## config.mk

```make
export PLATFORM = sky130hd
export DESIGN_NAME = div_unit
export DESIGN_NICKNAME = d
export VERILOG_FILES = /design/src/rtl/div_unit.sv
export SDC_FILE = /design/constraint.sdc
export NUM_CORES = 1
export LEC_CHECK = 0
export CORE_ASPECT_RATIO = 1.1
export CORE_MARGIN = 2
export CORE_UTILIZATION = 60
export CTS_BUF_LIST = sky130_fd_sc_hd__clkbuf_4
export CTS_CLUSTER_DIAMETER = 40
export DETAILED_ROUTE_END_ITERATION = 10
export GPL_TIMING_DRIVEN = 0
export PLACE_DENSITY = 0.83
export RECOVER_POWER = 50
export SLEW_MARGIN = 25
export SYNTH_ARGS = -nofsm -noshare
export SYNTH_HDL_FRONTEND = slang
export SYNTH_SLANG_ARGS = --single-unit
```

## constraint.sdc

```tcl
create_clock -name CLK -period 4.5 [get_ports CLK]
set_clock_uncertainty 0.2 [all_clocks]
set_input_delay 0.45 -clock CLK [delete_from_list [all_inputs] [get_ports CLK]]
set_output_delay 0.45 -clock CLK [all_outputs]
set_load 0.05 [all_outputs]
```

## src/rtl/div_unit.sv

```systemverilog
// Iterative radix-2 restoring divider for RV32IM DIV/DIVU/REM/REMU.
// Works on operand magnitudes for WIDTH cycles, then applies signs in a single fix-up cycle.
module div_unit #(
   parameter int WIDTH = 32
) (
   input  logic             CLK,
   input  logic             RESET_N,
   input  logic             START,
   input  logic [1:0]       FUNC,
   input  logic [WIDTH-1:0] DIVIDEND,
   input  logic [WIDTH-1:0] DIVISOR,
   output logic             BUSY,
   output logic             DONE,
   output logic [WIDTH-1:0] RESULT
);

   localparam int CNT_W = $clog2(WIDTH + 1);
   localparam logic [WIDTH-1:0] ONE     = {{(WIDTH-1){1'b0}}, 1'b1};
   localparam logic [WIDTH-1:0] MIN_NEG = {1'b1, {(WIDTH-1){1'b0}}};

   typedef enum logic [1:0] {
      IDLE,
      CALC,
      FIX,
      FIN
   } state_e;

   function automatic logic [WIDTH-1:0] negate(input logic [WIDTH-1:0] x);
      return (~x) + ONE;
   endfunction

   state_e             state_q, state_d;
   logic [CNT_W-1:0]   cnt_q, cnt_d;
   logic [WIDTH-1:0]   quo_q, quo_d;
   logic [WIDTH-1:0]   rem_q, rem_d;
   logic [WIDTH-1:0]   dvs_q, dvs_d;
   logic               op_rem_q, op_rem_d;
   logic               sgn_q, sgn_d;
   logic               q_neg_q, q_neg_d;
   logic               r_neg_q, r_neg_d;
   logic               special_q, special_d;
   logic               busy_q, busy_d;
   logic               done_q, done_d;
   logic [WIDTH-1:0]   result_q, result_d;

   logic               cap_sgn;
   logic [WIDTH-1:0]   cap_a_mag;
   logic [WIDTH-1:0]   cap_b_mag;
   logic [WIDTH:0]     rem_shift;
   logic               take;
   logic [WIDTH-1:0]   q_fix;
   logic [WIDTH-1:0]   r_fix;

   // Capture-side operand conditioning, shared by IDLE and FIN.
   assign cap_sgn   = ~FUNC[0];
   assign cap_a_mag = (cap_sgn && DIVIDEND[WIDTH-1]) ? negate(DIVIDEND) : DIVIDEND;
   assign cap_b_mag = (cap_sgn && DIVISOR[WIDTH-1])  ? negate(DIVISOR)  : DIVISOR;

   // The partial remainder keeps the bit shifted out of its MSB so large unsigned
   // divisors (>= 2^(WIDTH-1)) still compare correctly.
   assign rem_shift = {rem_q, quo_q[WIDTH-1]};
   assign take      = (rem_shift >= {1'b0, dvs_q});

   assign q_fix = (sgn_q && q_neg_q && !special_q) ? negate(quo_q) : quo_q;
   assign r_fix = (sgn_q && r_neg_q && !special_q) ? negate(rem_q) : rem_q;

   // NOTE: every output of this block gets a default first so no path can infer a latch.
   always_comb begin
      state_d   = state_q;
      cnt_d     = cnt_q;
      quo_d     = quo_q;
      rem_d     = rem_q;
      dvs_d     = dvs_q;
      op_rem_d  = op_rem_q;
      sgn_d     = sgn_q;
      q_neg_d   = q_neg_q;
      r_neg_d   = r_neg_q;
      special_d = special_q;
      busy_d    = busy_q;
      done_d    = 1'b0;
      result_d  = result_q;

      unique case (state_q)
         IDLE, FIN: begin
            state_d = IDLE;
            if (START) begin
               op_rem_d = FUNC[1];
               sgn_d    = cap_sgn;
               q_neg_d  = DIVIDEND[WIDTH-1] ^ DIVISOR[WIDTH-1];
               r_neg_d  = DIVIDEND[WIDTH-1];
               dvs_d    = cap_b_mag;
               cnt_d    = CNT_W'(WIDTH);
               busy_d   = 1'b1;
               if (DIVISOR == '0) begin
                  special_d = 1'b1;
                  quo_d     = '1;
                  rem_d     = DIVIDEND;
                  state_d   = FIX;
               end else if (cap_sgn && DIVIDEND == MIN_NEG && DIVISOR == '1) begin
                  special_d = 1'b1;
                  quo_d     = MIN_NEG;
                  rem_d     = '0;
                  state_d   = FIX;
               end else begin
                  special_d = 1'b0;
                  quo_d     = cap_a_mag;
                  rem_d     = '0;
                  state_d   = CALC;
               end
            end
         end

         CALC: begin
            quo_d = {quo_q[WIDTH-2:0], take};
            rem_d = take ? (rem_shift[WIDTH-1:0] - dvs_q) : rem_shift[WIDTH-1:0];
            cnt_d = cnt_q - CNT_W'(1);
            if (cnt_q == CNT_W'(1)) begin
               state_d = FIX;
            end
         end

         FIX: begin
            result_d = op_rem_q ? r_fix : q_fix;
            done_d   = 1'b1;
            busy_d   = 1'b0;
            state_d  = FIN;
         end

         default: begin
            state_d = IDLE;
         end
      endcase
   end

   // NOTE: sequential state uses non-blocking assignments so every flop samples pre-edge values.
   always_ff @(posedge CLK or negedge RESET_N) begin
      if (!RESET_N) begin
         state_q   <= IDLE;
         cnt_q     <= '0;
         quo_q     <= '0;
         rem_q     <= '0;
         dvs_q     <= '0;
         op_rem_q  <= 1'b0;
         sgn_q     <= 1'b0;
         q_neg_q   <= 1'b0;
         r_neg_q   <= 1'b0;
         special_q <= 1'b0;
         busy_q    <= 1'b0;
         done_q    <= 1'b0;
         result_q  <= '0;
      end else begin
         state_q   <= state_d;
         cnt_q     <= cnt_d;
         quo_q     <= quo_d;
         rem_q     <= rem_d;
         dvs_q     <= dvs_d;
         op_rem_q  <= op_rem_d;
         sgn_q     <= sgn_d;
         q_neg_q   <= q_neg_d;
         r_neg_q   <= r_neg_d;
         special_q <= special_d;
         busy_q    <= busy_d;
         done_q    <= done_d;
         result_q  <= result_d;
      end
   end

   assign BUSY   = busy_q;
   assign DONE   = done_q;
   assign RESULT = result_q;

endmodule

```

**Word level (Yosys, flattened, before mapping)**

Cells that the tools add are included.
W data, S select, Z words.

- Flip-flop bits (word level): 143
- Input bits: 69
- Output and inout bits: 34
- Logic and storage cells: 76

- Add/sub/neg operators: 6
- Magnitude comparators: 1
- Eq/ne operators: 8
- Mux-type cells: 25
- Bitwise operators: 6
- Reduce and logical (&&, ||, !) cells: 17

Operator list:

| cell | number |
|---|---|
| $mux W32 | 11 |
| $add A32 B1 Y32 const B | 4 |
| $not A32 Y32 | 4 |
| $pmux W32 S2 | 2 |
| $eq A32 B32 Y1 const B | 2 |
| $ge A33 B32 Y1 | 1 |
| $logic_not A32 Y1 | 1 |
| $sub A32 B32 Y32 | 1 |
| $pmux W6 S2 | 1 |
| $logic_and A1 B1 Y1 | 8 |
| $mux W2 | 4 |
| $eq A6 B1 Y1 const B | 1 |
| $mux W6 | 1 |
| $pmux W2 S3 | 1 |
| $reduce_and A2 Y1 | 3 |
| $sub A6 B1 Y6 const B | 1 |
| $eq A2 B2 Y1 const B | 2 |
| $mux W1 | 4 |
| $ne A2 B2 Y1 const B | 2 |
| $reduce_bool A2 Y1 | 2 |
| $eq A2 B1 Y1 const B | 1 |
| $logic_not A2 Y1 | 1 |
| $pmux W1 S2 | 1 |
| $reduce_or A2 Y1 | 1 |
| 3 further kinds | 3 |

**Longest topological paths before layout**

Gate-level depths: netlist (run 1).

- Word-level depth: 7
- Depth in mapped cells: 15
- Depth with buffers taken out: 12

**Worst setup path before layout (run 1)**

No wires, ideal clock.

- Kind: register to register
- Start: register rem_q[19]
- End: register rem_q[14]
- Library setup time: 0.126 ns
- Data arrival time: 2.917 ns
- Required time: 4.174 ns
- Setup slack: 1.258 ns
- Stages on the path, launching flop included: 13
- Path buffers: 2
- Clock period less this slack: 3.242 ns
- Path through: dfrtp_1 -> ha_1 -> a21oi_1 -> o21a_1 -> nor2_1 -> a2111oi_2 -> o221ai_1 -> o21ba_2 -> buf_2 -> buf_2 -> mux2_2 -> a221oi_1 -> nor2_1

- Cells in the longest elaborated chain, start to end: 3

Ends and longest elaborated chain:

| what | line | RTL |
|---|---|---|
| from (decl) | 35 | `logic [WIDTH-1:0] rem_q, rem_d;` |
| from (signal assigned) | 155 | `rem_q <= rem_d;` |
| $ge A33 B32 Y1 | 62 | `assign take = (rem_shift >= {1'b0, dvs_q});` |
| $mux W32 | 115 | `rem_d = take ? (rem_shift[WIDTH-1:0] - dvs_q) : rem_shift[WIDTH-1:0];` |
| $pmux W32 S2 | 83 | `unique case (state_q)` |

No other way between the ends.
A chain may end at the register's enable or synchronous reset.

**Worst setup path after layout (run 1)**

- Start: register rem_q[19]
- End: register quo_q[0]

- Cells in the longest elaborated chain, start to end: 2

Ends and longest elaborated chain:

| what | line | RTL |
|---|---|---|
| $ge A33 B32 Y1 | 62 |  |
| $pmux W32 S2 | 83 |  |
| to (signal assigned) | 154 | `quo_q <= quo_d;` |
| to (decl) | 34 | `logic [WIDTH-1:0] quo_q, quo_d;` |

No other way between the ends.

==> flow_summary.ini, run 1 <==
[status]
status = complete, but fails checks
violations = capacitance limit, slew limit

[placement]
hpwlAfterDp_mm = 29.0
portBuffers = 101
routabilityCongestion = 0.993

[yosys]
synth_enable_flop_cells = 0
synth_nets = 1503
yosys.area.top_type_share = 0.323
netlist_area_mm2 = 0.0111
yosysUniqueCellTypes = 70
synth_most_common_cell = nand2_1
async_reset_ff_frac = 1.00
synthFlopType = dfrtp_1
avgSynthCellArea_um2 = 7.95
synth_commonest_cells = 152 x nand2_1, 143 x dfrtp_1, 141 x o21ai_0, 127 x nor2_1, 122 x a21oi_1
synthCells = 1392
ys.warnings.count = 0
synth-seq-cells = 143
seq_area_frac_synth = 0.323
yosys.area.top_type = dfrtp_1
ys_top_cells_by_area = dfrtp_1 32%, o21ai_0 6.4%, xnor2_1 6.0%

[clock_tree]
cts_root_buffer = clkbuf_4
post_cts_buffers = 0
clock_sinks = 143
ctsLongestPathBuffers = 2
clk_pin_slew_ps = 120
worstSkewPairLatency_ps = 570
cts_tree = yes
cts-htree-levels = 4
numCtsBuffers = 17

[run]
cap_violations = 1

[routing]
wire_per_inst_um = 20.5
drcViolationCount = 0
drt_iter0_drc = 1011
drt-pass1-iter-count = 6
vias = 11000
via_per_inst = 6.18
ant_nets = 0
wirelength_mm = 36.3

[sta]
period_share = 0.915
max_freq_mhz = 243
maxSlewViolCount = 72
fin_setup_tns_ps = 0
setup_viol = 0
fin_crit_ps = 4120
grt_setup_unrepaired = no
worstMarginPinSlew_ps = 3250
relSlewSlack = -1.16
hold_violations = 0

[die]
die_y_um = 146
placeableCoreArea_mm2 = 0.0182
io_pins = 103
placementRows = 52
initial_utilization = 0.607
dieArea_mm2 = 0.0195
die_w_um = 133

[global_routing]
antenna_found_initial = 1
grt_pass1_wl_mm = 56.7
globalRouteTotalUtil = 0.374
grt_pass1_vias = 10700
grt_max_degree = 73
grt-ovfl-total = 0

[critical_path]
cp.required_ps = 4730
cp-start-kind = flop
critPathTopFamily = compound AO/OA/AOI/OAI gates
crit_arrival_ps = 4340
cp_cell_sequence = ha_1 -> a21oi_1 -> o21a_1 -> nor2_1 -> a2111oi_2 -> o221ai_1 -> o21ba_2 -> buf_2 -> buf_2 -> nor2_1 -> a2111oi_0 -> a21oi_1
critPathMaxFanout = 10
slowest_stage = a2111oi_0
crit_type = reg2reg
end_kind = flop
path_buf_inv = 2
worst_path_largest_cell_delay_ps = 640

[cells_and_area]
drive_gt1_frac = 0.0544
synthToLayoutAreaGrowth_pct = 15.2
nNetsFinal = 1625

[power]
p_leak_uw = 0.00519
pwr_density_cell_mw_per_mm2 = 832
worst_ir_drop_vdd_mv = 0.382
p_total_uw = 10600

[hold_path]
hold_class = in2reg
path summary, 6_finish.rpt:
path,cells past startpoint,to,from,slack (ps)
setup / recovery,12,quo_q[0],rem_q[19],380
hold reg to reg,1,RESULT[17],RESULT[17],290
max in group asynchronous,2,quo_q[11],RESET_N,840
min in group asynchronous,2,RESULT[4],RESET_N,1390
setup reg to reg,12,quo_q[0],rem_q[19],380
hold / removal,3,r_neg_q,DIVIDEND[31],160
layout by cell type, fill, tap and decap left out, types with 38 or more instances in the layout:
cell type,Yosys,routed
nand2_1,152,152
xnor2_1,76,76
a21oi_1,122,121
clkbuf_1,58,58
o21ai_0,141,141
dfrtp_1,143,143
nor2_1,127,127
xor2_1,63,63
nor3_1,38,38
ha_1,41,41
inv_1,72,72
clkdlybuf4s50_1,0,88
state kept, by name, summed over array words and instances (netlist names):
name       flops
BUSY           1
DONE           1
RESULT        32
cnt_q          6
dvs_q         32
op_rem_q       1
q_neg_q        1
quo_q         32
r_neg_q        1
rem_q         32
sgn_q          1
special_q      1
state_q        2
through the flow:
stage | setup slack (ps) | util | std cells | cell area (um^2) | hold slack, ps
floorplan | 1260 | - | 1392 | 11100 | -45.6
global placement | -2820 | 0.680 | 1736 | 12400 | 261
detailed placement | 264 | 0.681 | 1737 | 12400 | 248
CTS | 333 | 0.699 | 1770 | 12700 | 119
global route | 208 | 0.700 | 1771 | 12700 | 151
finish | 383 | 0.700 | 1771 | 12700 | 157
worst reg2reg max path: stages (launching register included):
cell,delay (ps)
dfrtp_1,500
ha_1,430
a21oi_1,230
o21a_1,170
nor2_1,50
a2111oi_2,500
o221ai_1,170
o21ba_2,250
buf_2,240
buf_2,320
nor2_1,210
a2111oi_0,640
a21oi_1,80
where the power goes:
part | switching, uW | total, uW | internal, uW
clock | 477 | 913 | 436
sequential | 743 | 2650 | 1910
combinational | 4390 | 7040 | 2660
total | 5610 | 10600 | 5000
area by class of cell:
cell class,count,area [um^2]
Timing Repair Buffer,103,1050
Sequential cell,143,3580
Buffer,72,284
Fill cell,1543,5470
Multi-Input combinational cell,1103,6940
Antenna cell,1,2.50
Clock inverter,14,173
Tap cell,243,304
Clock buffer,18,135
Inverter,74,278
cell families (layout without fill, tap and decap cells):
kind of cell | after synthesis | after routing | synth area share
AND/OR/NAND/NOR | 456 | 456 | 0.200
adder cells (fa/ha/maj) | 42 | 42 | 0.0482
AO/OA/AOI/OAI | 442 | 442 | 0.244
multiplexers | 24 | 24 | 0.0236
XOR/XNOR | 139 | 139 | 0.110
flip-flops | 143 | 143 | 0.323
other | 0 | 1 | 0
buffers and inverters | 146 | 281 | 0.0508
timing repair:
| item | 4_1_cts | 5_1_grt |
|---|---|---|
| endpoints found under the hold margin | 71 | 0 |
| gates resized for setup | 0 | 1 |
| hold buffers | 1 | 0 |
| setup endpoints to repair | 0 | 1 |
per-layer routing:
metal | track usage | vias up | routed length (um)
met4 | 0.213 | 0 | 1990
met1 | 0.441 | 5071 | 14100
li1 | - | 5230 | -
met5 | 0 | - | 0
met3 | 0.0590 | 134 | 2530
met2 | 0.648 | 518 | 17700
(Power assumes the default switching activity.)
==> run 2, diff against run 1 <==
SLEW_MARGIN = unset   (was 25)
==> flow_summary.ini, run 2 (synthesis results as in run 1) <==
[status]
status = complete, but fails checks
violations = capacitance limit, slew limit

[global_routing]
grt_pass1_vias = 10700
grt-ovfl-total = 0
grt_max_degree = 73
globalRouteTotalUtil = 0.376
grt_pass1_wl_mm = 57.1
antenna_found_initial = 1

[critical_path]
cp.required_ps = 4720
end_kind = flop
critPathMaxFanout = 10
timing.rr.start = rem_q[19]
cp_cell_sequence = ha_1 -> a21oi_1 -> o21a_1 -> nor2_1 -> a2111oi_2 -> o221ai_1 -> o21ba_2 -> buf_2 -> buf_2 -> nor2_1 -> a2111oi_0 -> a21oi_1
crit_arrival_ps = 4360
r2r-end = quo_q[0]
path_buf_inv = 2
reg2regPathDepth = 12
worst_path_largest_cell_delay_ps = 650
r2r_slack_ps = 360
cp-start-kind = flop
critPathTopFamily = compound AO/OA/AOI/OAI gates
crit_type = reg2reg
slowest_stage = a2111oi_0

[sta]
hold_violations = 0
grt_setup_unrepaired = no
fin_crit_ps = 4140
fin_setup_tns_ps = 0
postLayoutSetupSlackWorst_ps = 357
period_share = 0.921
relSlewSlack = -0.228
max_freq_mhz = 241
worstMarginPinSlew_ps = 1840
maxSlewViolCount = 146
setup_viol = 0

[placement]
dp_slack_ps = 198
place_area_mm2 = 0.0124
portBuffers = 101
hpwlAfterDp_mm = 29.0
routabilityCongestion = 0.993

[routing]
wirelength_mm = 36.1
via_per_inst = 6.19
drcViolationCount = 0
vias = 11000
drt-pass1-iter-count = 6
ant_nets = 0
wire_per_inst_um = 20.4
drt_iter0_drc = 885

[cells_and_area]
fill_cells = 1549
final_core_util = 0.697
synthToLayoutAreaGrowth_pct = 14.8
final_area_mm2 = 0.0127
regArea_mm2 = 0.00358
layout_common_cells = 152 x nand2_1, 143 x dfrtp_1, 141 x o21ai_0, 127 x nor2_1, 121 x a21oi_1
nNetsFinal = 1625
multi_input_area_mm2 = 0.00693
final_common_cell = nand2_1
drive_gt1_frac = 0.0544

[clock_tree]
cts_tree = yes
clk_pin_slew_ps = 120
numCtsBuffers = 17
cts_root_buffer = clkbuf_4
post_cts_buffers = 0
cts-htree-levels = 4
ctsLongestPathBuffers = 2
clock_sinks = 143
worstSkewPairLatency_ps = 560

[die]
dieArea_mm2 = 0.0195
die_w_um = 133
io_pins = 103
die_y_um = 146
initial_utilization = 0.607
placeableCoreArea_mm2 = 0.0182
placementRows = 52

[hold_path]
hold_end = r_neg_q
hold_class = in2reg
whs_path_depth = 3
min-delay-start = DIVIDEND[31]

[power]
power.net_switching_uw = 5590
p_sw_frac = 0.528
p_leak_uw = 0.00517
p_total_uw = 10600
combPwrFrac = 0.664
internal_power_uw = 4990
worst_ir_drop_vdd_mv = 0.378
power_frac_seq = 0.250
pwr_density_cell_mw_per_mm2 = 833
p_clk_frac = 0.086

[run]
cap_violations = 2
-- run 2: stage by stage --
| step | hold slack (ps) | instances |
|---|---|---|
| after floorplan | -45.6 | 1392 |
| after global placement | 261 | 1736 |
| after detailed placement | 270 | 1737 |
| after CTS | 119 | 1770 |
| after global routing | 147 | 1771 |
| final | 144 | 1771 |
-- run 2: area by class of cell --
type / count / share of cell area
well taps: 243 / 0.0239
repair buffers: 103 / 0.0804
clock buffers: 18 / 0.0106
plain buffers: 72 / 0.0224
inverters: 74 / 0.0219
clock inverters: 14 / 0.0136
multi-input cells: 1103 / 0.545
flip-flops and latches: 143 / 0.282
diodes: 1 / 0.000197
-- run 2: worst max path at each step --
stage,from,to,slack (ps),cells past startpoint
after floorplan,rem_q[19],rem_q[14],1260,12
after global placement,RESET_N,dvs_q[30],-2820,1
after detailed placement,DIVIDEND[15],quo_q[0],200,9
after CTS,rem_q[5],quo_q[0],300,12
after global routing,rem_q[19],quo_q[0],160,12
final,rem_q[19],quo_q[0],360,12
-- run 2: power by group through the flow --
stage,Sequential [uW],Clock [uW],Combinational [uW]
2_1_floorplan,2920,0,4590
3_3_place_gp,2610,0,6760
3_5_place_dp,2640,0,6910
4_1_cts,2620,906,6950
5_1_grt,2720,964,7700
6_report,2650,905,7030
-- run 2: metal layers --
layer,GRT usage,share of wire,vias to the layer above
met5,0,0,-
met4,0.229,0.057,0
met3,0.0597,0.072,145
met2,0.643,0.48,506
met1,0.444,0.39,5080
li1,-,-,5233
-- run 2: timing repair --
| action | CTS | global route |
|---|---|---|
| hold endpoints to repair | 71 | 0 |
| endpoints found under the setup margin | 0 | 1 |
| hold buffers | 1 | 0 |
| resized for setup | 0 | 1 |
-- run 2: tightest hold or removal path, stage by stage --
cell,delay (ps)
clkbuf_1,240
nand2_1,140
nand2_1,50
